==> src/rtl/sad_mode_accum_if.sv <==
// Handshake/bus bundle for sad_mode_accum: residual input stream, block control and result port.
interface sad_mode_accum_if #(
    parameter int unsigned NUM_MODES = 4,
    parameter int unsigned LANES     = 16,
    parameter int unsigned SAMPLE_W  = 9,
    parameter int unsigned SAD_W     = 17
);
    localparam int unsigned MODE_W = (NUM_MODES > 1) ? $clog2(NUM_MODES) : 1;
    localparam int unsigned DATA_W = NUM_MODES * LANES * SAMPLE_W;

    logic                          start;
    logic [NUM_MODES-1:0]          mode_mask;
    logic                          in_valid;
    logic                          in_ready;
    logic [DATA_W-1:0]             res_data;
    logic                          busy;
    logic                          out_valid;
    logic                          out_ready;
    logic [NUM_MODES*SAD_W-1:0]    sads;
    logic [MODE_W-1:0]             best_mode;
    logic [SAD_W-1:0]              best_sad;

    modport master (
        output start, mode_mask, in_valid, res_data, out_ready,
        input  in_ready, busy, out_valid, sads, best_mode, best_sad
    );

    modport slave (
        input  start, mode_mask, in_valid, res_data, out_ready,
        output in_ready, busy, out_valid, sads, best_mode, best_sad
    );
endinterface

==> src/rtl/sad_mode_accum.sv <==
// Streaming per-mode SAD accumulator with sequential minimum-SAD mode selection.
module sad_mode_accum #(
    parameter int unsigned NUM_MODES   = 4,
    parameter int unsigned LANES       = 16,
    parameter int unsigned BLK_SAMPLES = 256,
    parameter int unsigned SAMPLE_W    = 9,
    parameter int unsigned SAD_W       = 17
) (
    input  logic             clk,
    input  logic             rst_n,
    sad_mode_accum_if.slave  bus
);
    localparam int unsigned MODE_W    = (NUM_MODES > 1) ? $clog2(NUM_MODES) : 1;
    localparam int unsigned BEATS     = BLK_SAMPLES / LANES;
    localparam int unsigned CNT_W     = (BEATS > 1) ? $clog2(BEATS) : 1;
    localparam int unsigned BSUM_W    = SAMPLE_W + $clog2(LANES);
    localparam int unsigned ACC_EXT_W = ((SAD_W > BSUM_W) ? SAD_W : BSUM_W) + 1;
    localparam int unsigned TREE_N    = 2 * LANES - 1;
    localparam logic [SAD_W-1:0] SAD_MAX = {SAD_W{1'b1}};

    typedef enum logic [2:0] {S_IDLE, S_ACCUM, S_DRAIN, S_CMP, S_DONE} state_t;

    state_t              state_q, state_d;
    logic [CNT_W-1:0]    cnt_q, cnt_d;
    logic [NUM_MODES-1:0] mask_q, mask_d;
    logic [MODE_W-1:0]   idx_q, idx_d;
    logic                out_valid_q, out_valid_d;
    logic                in_ready_q, busy_q;
    logic                accept_c, start_c;

    logic                s1_valid_q;
    logic [BSUM_W-1:0]   bsum_q     [NUM_MODES];
    logic [BSUM_W-1:0]   beat_sum_c [NUM_MODES];
    logic [BSUM_W-1:0]   tree       [NUM_MODES][TREE_N];
    logic [SAMPLE_W-1:0] smp, mag;
    logic [SAD_W-1:0]    acc_q      [NUM_MODES];
    logic [SAD_W-1:0]    acc_sat_c  [NUM_MODES];
    logic [ACC_EXT_W-1:0] acc_ext;
    logic [SAD_W-1:0]    sads_q     [NUM_MODES];
    logic                found_q;
    logic [MODE_W-1:0]   best_mode_q;
    logic [SAD_W-1:0]    best_sad_q;

    assign accept_c = (state_q == S_ACCUM) && bus.in_valid;
    assign start_c  = (state_q == S_IDLE) && bus.start;

    // Next-state and control
    always_comb begin
        state_d     = state_q;
        cnt_d       = cnt_q;
        mask_d      = mask_q;
        idx_d       = idx_q;
        out_valid_d = out_valid_q;
        case (state_q)
            S_IDLE: begin
                if (bus.start) begin
                    state_d = S_ACCUM;
                    cnt_d   = '0;
                    mask_d  = bus.mode_mask;
                end
            end
            S_ACCUM: begin
                if (accept_c) begin
                    cnt_d = CNT_W'(cnt_q + 1'b1);
                    if (cnt_q == CNT_W'(BEATS - 1)) state_d = S_DRAIN;
                end
            end
            S_DRAIN: begin
                state_d = S_CMP;
                idx_d   = '0;
            end
            S_CMP: begin
                idx_d = MODE_W'(idx_q + 1'b1);
                if (idx_q == MODE_W'(NUM_MODES - 1)) state_d = S_DONE;
            end
            S_DONE: begin
                // out_valid trails DONE entry by one cycle so CMP results are registered first
                out_valid_d = 1'b1;
                if (out_valid_q && bus.out_ready) begin
                    state_d     = S_IDLE;
                    out_valid_d = 1'b0;
                end
            end
            default: state_d = S_IDLE;
        endcase
    end

    always_ff @(posedge clk or negedge rst_n) begin
        if (!rst_n) begin
            state_q     <= S_IDLE;
            cnt_q       <= '0;
            mask_q      <= '0;
            idx_q       <= '0;
            out_valid_q <= 1'b0;
            in_ready_q  <= 1'b0;
            busy_q      <= 1'b0;
        end else begin
            state_q     <= state_d;
            cnt_q       <= cnt_d;
            mask_q      <= mask_d;
            idx_q       <= idx_d;
            out_valid_q <= out_valid_d;
            in_ready_q  <= (state_d == S_ACCUM);
            busy_q      <= (state_d != S_IDLE);
        end
    end

    // Stage 1: per-lane magnitude into a heap-ordered adder tree (leaves at LANES-1..)
    always_comb begin
        smp = '0;
        mag = '0;
        for (int m = 0; m < NUM_MODES; m++) begin
            for (int n = 0; n < TREE_N; n++) tree[m][n] = '0;
            for (int l = 0; l < LANES; l++) begin
                smp = bus.res_data[(m*LANES+l)*SAMPLE_W +: SAMPLE_W];
                mag = smp[SAMPLE_W-1] ? (~smp + 1'b1) : smp;
                tree[m][LANES-1+l] = BSUM_W'(mag);
            end
            for (int n = int'(LANES) - 2; n >= 0; n--) begin
                tree[m][n] = tree[m][2*n+1] + tree[m][2*n+2];
            end
            beat_sum_c[m] = tree[m][0];
        end
    end

    // Stage 2: saturating accumulate; saturation is sticky since the sum never decreases
    always_comb begin
        acc_ext = '0;
        for (int m = 0; m < NUM_MODES; m++) begin
            acc_ext      = ACC_EXT_W'(acc_q[m]) + ACC_EXT_W'(bsum_q[m]);
            acc_sat_c[m] = (acc_ext > ACC_EXT_W'(SAD_MAX)) ? SAD_MAX : SAD_W'(acc_ext);
        end
    end

    always_ff @(posedge clk or negedge rst_n) begin
        if (!rst_n) begin
            s1_valid_q  <= 1'b0;
            found_q     <= 1'b0;
            best_mode_q <= '0;
            best_sad_q  <= SAD_MAX;
            for (int m = 0; m < NUM_MODES; m++) begin
                bsum_q[m] <= '0;
                acc_q[m]  <= '0;
                sads_q[m] <= '0;
            end
        end else begin
            s1_valid_q <= accept_c;
            if (accept_c) begin
                for (int m = 0; m < NUM_MODES; m++) bsum_q[m] <= beat_sum_c[m];
            end
            if (start_c) begin
                for (int m = 0; m < NUM_MODES; m++) acc_q[m] <= '0;
            end else if (s1_valid_q) begin
                for (int m = 0; m < NUM_MODES; m++) acc_q[m] <= acc_sat_c[m];
            end
            if (state_q == S_DRAIN) begin
                found_q     <= 1'b0;
                best_mode_q <= '0;
                best_sad_q  <= SAD_MAX;
            end else if (state_q == S_CMP) begin
                sads_q[idx_q] <= acc_q[idx_q];
                // strict less-than keeps ties on the lowest index
                if (mask_q[idx_q] && (!found_q || (acc_q[idx_q] < best_sad_q))) begin
                    found_q     <= 1'b1;
                    best_mode_q <= idx_q;
                    best_sad_q  <= acc_q[idx_q];
                end
            end
        end
    end

    for (genvar g = 0; g < NUM_MODES; g++) begin : g_sads
        assign bus.sads[g*SAD_W +: SAD_W] = sads_q[g];
    end

    assign bus.in_ready  = in_ready_q;
    assign bus.busy      = busy_q;
    assign bus.out_valid = out_valid_q;
    assign bus.best_mode = best_mode_q;
    assign bus.best_sad  = best_sad_q;
endmodule

==> src/flat_wrapper.sv <==
// flat-port wrapper written by rule: the top's interface ports become plain ports
module sad_mode_accum_flat 
#(
    parameter int unsigned NUM_MODES   = 4,
    parameter int unsigned LANES       = 16,
    parameter int unsigned BLK_SAMPLES = 256,
    parameter int unsigned SAMPLE_W    = 9,
    parameter int unsigned SAD_W       = 17
)
  (clk, rst_n, bus_start, bus_mode_mask, bus_in_valid, bus_res_data, bus_out_ready, bus_in_ready, bus_busy, bus_out_valid, bus_sads, bus_best_mode, bus_best_sad);
  sad_mode_accum_if #(.NUM_MODES(NUM_MODES), .LANES(LANES), .SAMPLE_W(SAMPLE_W), .SAD_W(SAD_W)) bus_i ();
  input  logic clk;
  input  logic rst_n;
  input wire logic [$bits(bus_i.start)-1:0] bus_start;
  input wire logic [$bits(bus_i.mode_mask)-1:0] bus_mode_mask;
  input wire logic [$bits(bus_i.in_valid)-1:0] bus_in_valid;
  input wire logic [$bits(bus_i.res_data)-1:0] bus_res_data;
  input wire logic [$bits(bus_i.out_ready)-1:0] bus_out_ready;
  output wire logic [$bits(bus_i.in_ready)-1:0] bus_in_ready;
  output wire logic [$bits(bus_i.busy)-1:0] bus_busy;
  output wire logic [$bits(bus_i.out_valid)-1:0] bus_out_valid;
  output wire logic [$bits(bus_i.sads)-1:0] bus_sads;
  output wire logic [$bits(bus_i.best_mode)-1:0] bus_best_mode;
  output wire logic [$bits(bus_i.best_sad)-1:0] bus_best_sad;
  assign bus_i.start = bus_start;
  assign bus_i.mode_mask = bus_mode_mask;
  assign bus_i.in_valid = bus_in_valid;
  assign bus_i.res_data = bus_res_data;
  assign bus_i.out_ready = bus_out_ready;
  assign bus_in_ready = bus_i.in_ready;
  assign bus_busy = bus_i.busy;
  assign bus_out_valid = bus_i.out_valid;
  assign bus_sads = bus_i.sads;
  assign bus_best_mode = bus_i.best_mode;
  assign bus_best_sad = bus_i.best_sad;
  sad_mode_accum #(.NUM_MODES(NUM_MODES), .LANES(LANES), .BLK_SAMPLES(BLK_SAMPLES), .SAMPLE_W(SAMPLE_W), .SAD_W(SAD_W)) u_core (.clk(clk), .rst_n(rst_n), .bus(bus_i));
endmodule
==> config.mk <==
export PLATFORM = sky130hd
export DESIGN_NAME = sad_mode_accum_flat
export DESIGN_NICKNAME = d
export VERILOG_FILES = /design/src/rtl/sad_mode_accum_if.sv /design/src/rtl/sad_mode_accum.sv /design/src/flat_wrapper.sv
export SDC_FILE = /design/constraint.sdc
export NUM_CORES = 2
export LEC_CHECK = 0
export BUFFER_PORTS_ARGS = -buffer_cell sky130_fd_sc_hd__buf_4
export CORE_ASPECT_RATIO = 1.75
export CORE_MARGIN = 2
export CORE_UTILIZATION = 40
export DETAILED_ROUTE_END_ITERATION = 10
export PLACE_DENSITY_LB_ADDON = 0.1
export SLEW_MARGIN = 20
export SYNTH_ARGS = -nofsm -noshare
export SYNTH_HDL_FRONTEND = slang
export SYNTH_SLANG_ARGS = --single-unit
==> constraint.sdc <==
create_clock -name clk -period 5 [get_ports clk]
set_clock_uncertainty 0.2 [all_clocks]
set_input_delay 0.25 -clock clk [delete_from_list [all_inputs] [get_ports clk]]
set_output_delay 0.25 -clock clk [all_outputs]
set_load 0.05 [all_outputs]
== Word-level counts from Yosys, hierarchy flattened ==
Cells that the tools add are included.

* Add/sub/neg operators: 130
* $mul: 0
* Div/mod/pow operators: 0
* $lt $le $gt $ge: 8
* Equality and inequality tests: 9
* Shift operators: 0
* Multiplexer cells: 98
* Bitwise gates (word level): 66
* Reduce and logical (&&, ||, !) cells: 17

{| class="wikitable"
|+ Operators with widths
! cell !! number
|-
| $add 9x1->9 const B || 64
|-
| $mux 9 || 64
|-
| $not 9->9 || 64
|-
| $add 13x13->13 || 28
|-
| $add 9x9->10 || 32
|-
| $mux 17 || 10
|-
| $mux 68 || 2
|-
| $add 17x13->18 || 4
|-
| $gt 18x17->1 const B || 4
|-
| $bwmux 68 || 1
|-
| $bmux 17 s2 || 1
|-
| $demux 17 s2 || 1
|-
| $lt 17x17->1 || 1
|-
| $mux 3 || 5
|-
| $pmux 3 s5 || 1
|-
| $mux 4 || 2
|-
| $pmux 4 s2 || 1
|-
| $reduce_bool 2->1 || 4
|-
| $eq 3x1->1 const B || 2
|-
| $eq 3x2->1 const B || 2
|-
| $mux 2 || 3
|-
| $reduce_and 2->1 || 3
|-
| $logic_and 1x1->1 || 5
|-
| $mux 1 || 5
|-
| 19 further kinds || 19
|}

* Bits in registers: 225
* Bits in latches: 0
* Memory bits (writable): 0
* Bits in read-only memories: 0
* Output and inout port bits: 90
* Word-level logic and storage cells: 351
* Memories: 0

== Logic depth before layout (Yosys ltp) ==
* Word-level depth: 10
* Mapped depth: 26
* Gate-level depth less buffers: 26

== Least setup slack after synthesis ==
No wires, ideal clock.

* Path type: input to register
* Start: in bus_res_data[117]
* End: reg u_core.bsum_q[50] in the netlist's numbering
* Data arrival time: 5.369 ns
* Data required time: 4.674 ns
* Setup slack: -0.696 ns
* Cell stages on the path: 22
* Path buffers: 0
* Cells stage by stage: inv_1 ha_1 nand2_1 o21ai_0 ha_1 a21o_1 a21oi_1 xnor2_1 fa_1 fa_1 inv_1 fa_1 fa_1 inv_1 ha_1 a21o_1 a21oi_1 o21ai_1 o211a_1 o41ai_1 mux2i_1 a311o_1

* Longest elaborated chain between the ends: 7

{| class="wikitable"
|+ Ends and longest elaborated chain
! item !! line !! source
|-
| start, declared || flat_wrapper.sv:17 || <nowiki>input wire logic [$bits(bus_i.res_data)-1:0] bus_res_data;</nowiki>
|-
| $not 9->9 || sad_mode_accum.sv:116 || <nowiki>mag = smp[SAMPLE_W-1] ? (~smp + 1'b1) : smp;</nowiki>
|-
| $add 9x1->9 || sad_mode_accum.sv:116 ||
|-
| $mux 9 (*) || sad_mode_accum.sv:116 ||
|-
| $add 9x9->10 (*) || sad_mode_accum.sv:120 || <nowiki>tree[m][n] = tree[m][2*n+1] + tree[m][2*n+2];</nowiki>
|-
| $add 13x13->13 (*) (3 in series) || sad_mode_accum.sv:120 ||
|-
| end signal, assigned by index || sad_mode_accum.sv:142 || <nowiki>bsum_q[m] <= '0;</nowiki>
|-
| end, declared || sad_mode_accum.sv:32 || <nowiki>logic [BSUM_W-1:0] bsum_q [NUM_MODES];</nowiki>
|}

Mark *: on every way between the ends. The rest lies on a longest branch, timed or not.
A chain may end at the register's enable or synchronous reset.

== Worst setup path after layout ==
* Start: in bus_res_data[549]
* End: reg u_core.bsum_q[12] in the netlist's numbering

Same word-level chain as after synthesis.

==> results.tsv <==
metric	value	unit
tritoncts	yes	
synth-edff-count	0	
globalplace.congestion	0.9405	
drive_gt1_frac	0.4090	
outcome	complete, but fails checks	
setup_tns	-1.130	ns
setup_viol	15	
clockRootBuffer	clkbuf_16	
worstMarginPinSlew	1.085	ns
violations	negative setup slack	
post_drt_wl_per_cell	18.01	µm
area_growth	47.63	%
end_kind	flop	
viasPerCell	5.128	
required	5.17	ns
cap_violations	0	
relSlewSlack	0.2768	
syn_avg_cell_area	8.545	µm²
finalHoldViolations	0	
crit_fanout	3	
fp.dieH	412.8	µm
finalMaxSlewViolations	0	
htreeDepth	1	
dp_hpwl	113100	µm
dieWidth	237.6	µm
ys_warn_count	0	
core	95150	µm²
grt_pass1_vias	38470	
drt-total-wl	130000	µm
floorplan.initialDensity	0.4015	
synthFlopType	dfrtp_1	
cts_num_sinks	225	
setup_ws	-0.1586	ns
ioPinCount	675	
grt_usage	0.2586	
grt_start_max_net_pins	130	
yosys_register_bits	225	
criticalPathCategory	in2reg	
grt-ovfl-total	0	
grt_setup_unrepaired	yes	
fill_cells	8653	
clockBufferDepth	3	
num_vias	37020	
nNetsFinal	7309	
drt_iter0_drc	1247	
fin_crit	5.159	ns
synth_fp_nets	5805	
die_area	98090	µm²
hold_path_class	in2async	
synth_cells	4471	
async_reset_ff_frac	1.000	
grt_first_pass_wirelength	200500	µm
drc	0	
final_antenna_net_count	0	
first_pass_iters	5	
synthesis.area	38200	µm²
clk_latency	0.55	ns
io_buffers	674	
worstPathArrival	5.33	ns
ys_types	81	
numCtsBuffers	22	
start_kind	primary input	
fin_crit_sh	1.032	
ys_seq_area_frac	0.1479	
fmax	193.9	MHz
clk_pin_slew	0.07	ns
antenna_found_initial	17	
rows	150	
## repair_timing
item | 4_1_cts | 5_1_grt
gates resized for setup | 282 | 348
setup endpoints to repair | 19 | 25
hold endpoints to repair | 136 | 0
pin swaps | 229 | 276
buffers inserted | 33 | 27
cloned | 0 | 0
hold buffers | 12 | 0
## worst paths after layout
check / start / endpoint / slack, ns / cells past startpoint
min reg2reg: u_core.mask_q[1]$_DFFE_PN0P_ / u_core.mask_q[1]$_DFFE_PN0P_ / 0.28 / 2
max in group asynchronous: rst_n / u_core.bsum_q[3]$_DFFE_PN0P_ / 3.26 / 3
max: bus_res_data[549] / u_core.bsum_q[12]$_DFFE_PN0P_ / -0.16 / 25
min in group clk: u_core.mask_q[1]$_DFFE_PN0P_ / u_core.mask_q[1]$_DFFE_PN0P_ / 0.28 / 2
max reg2reg: u_core.idx_q[0]$_DFFE_PN0P_ / u_core.bus.best_mode[0]$_DFFE_PN0P_ / 1.24 / 8
min: rst_n / u_core.bus.sads[56]$_DFFE_PN0P_ / 0.20 / 2
## cells in the mapped netlist (all sizes together) (12+ instances only)
| master | number | share of area |
|---|---|---|
| fa | 272 | 0.14 |
| a21oi | 311 | 0.041 |
| a211oi | 18 | 0.0035 |
| nor2 | 136 | 0.013 |
| dfrtp | 208 | 0.14 |
| dfstp | 17 | 0.012 |
| inv | 583 | 0.057 |
| a31oi | 24 | 0.0039 |
| o41ai | 43 | 0.0099 |
| nand2b | 144 | 0.024 |
| o22a | 18 | 0.0041 |
| o31ai | 102 | 0.020 |
| nand3 | 47 | 0.0062 |
| or4 | 40 | 0.0079 |
| clkbuf | 69 | 0.0068 |
| xor2 | 101 | 0.023 |
| xnor2 | 554 | 0.13 |
| mux4 | 18 | 0.011 |
| o21a | 23 | 0.0045 |
| a21o | 73 | 0.014 |
| mux2 | 69 | 0.020 |
| nor4b | 40 | 0.0093 |
| nor4 | 26 | 0.0043 |
| o21bai | 67 | 0.013 |
| nor3 | 47 | 0.0065 |
| ha | 477 | 0.16 |
| o21ai | 363 | 0.048 |
| nand2 | 403 | 0.040 |
| or3 | 66 | 0.011 |
| buf | 12 | 0.0021 |
## through the flow
stage          utilization  instances  cell area [µm²]  setup WS, ns  hold slack (ns)
3_3_place_gp        0.5490       7106            52240       -0.8565           0.2417
5_1_grt             0.5926       7212            56390       -0.3528           0.2908
6_report            0.5927       7218            56400       -0.1586           0.1965
3_5_place_dp        0.5491       7106            52250       -0.8614           0.2476
4_1_cts             0.5742       7188            54630       -0.1334           0.2466
2_1_floorplan            -       4471            39750       -0.2733          -0.2456
## area by class of cell
cell class | instances | area [µm²] | area share
tap | 1216 | 1521 | 0.02698
clock buffer | 26 | 595.6 | 0.01056
inverter | 583 | 2364 | 0.04191
clock inverter | 13 | 177.7 | 0.003150
multi-input combinational | 3582 | 33970 | 0.6023
timing repair buffer | 1561 | 12090 | 0.2144
antenna | 12 | 30.03 | 0.0005324
sequential | 225 | 5653 | 0.1002
## cells by family after synthesis
family / Yosys count / synth area share
AOI/OAI and AO/OA: 1088 / 0.1741
and+or+nand+nor: 998 / 0.1306
adders and majority gates: 749 / 0.2988
buffers and inverters: 664 / 0.06619
xor gates and xnor gates: 655 / 0.1502
DFF: 225 / 0.1479
muxes: 92 / 0.03226
## state kept, by name, indices dropped and copies added (netlist names)
signal,flops
u_core.bus.sads,68
u_core.bus.best_mode,2
u_core.state_q,3
u_core.mask_q,4
u_core.bus.in_ready,1
u_core.bus.best_sad,17
u_core.found_q,1
u_core.idx_q,2
u_core.bsum_q,52
u_core.cnt_q,4
u_core.bus.busy,1
u_core.acc_q,68
u_core.s1_valid_q,1
u_core.bus.out_valid,1
## placed cells by master, fill, tap and decap left out, drive strengths merged, types with 136 or more instances in the layout
| cell type | instances |
|---|---|
| a21oi | 311 |
| nand2b | 144 |
| xnor2 | 554 |
| inv | 584 |
| o21ai | 363 |
| nand2 | 403 |
| fa | 272 |
| ha | 477 |
| nor2 | 136 |
| buf | 1549 |
| dfrtp | 208 |
## layer usage
metal	track usage	part of all wire	wire length, µm	vias up
li1	-	-	-	18350
met1	0.2676	0.36	46940	17650
met2	0.5182	0.55	71670	798
met3	0.03860	0.046	5981	205
met4	0.09195	0.040	5252	18
met5	0	0.00095	124	-
## critical path, cell delays in order
cell      delay (ns)
buf_4           0.12
inv_1           0.09
ha_4            0.21
nand2_2         0.07
o21ai_4         0.08
fa_2            0.40
a21oi_2         0.18
nor2_4          0.05
nor2_4          0.09
buf_6           0.12
xnor2_4         0.13
fa_2            0.50
fa_1            0.55
fa_1            0.56
inv_1           0.06
fa_1            0.51
inv_2           0.05
ha_4            0.25
nor2b_4         0.13
o21ai_4         0.17
a21boi_4        0.08
o31ai_4         0.32
a21oi_2         0.11
o21ai_1         0.13
a31oi_1         0.08
Power is left out: the tool's default activity adds up to more than one toggle a clock period on the data nets, which glitch-free logic cannot reach.
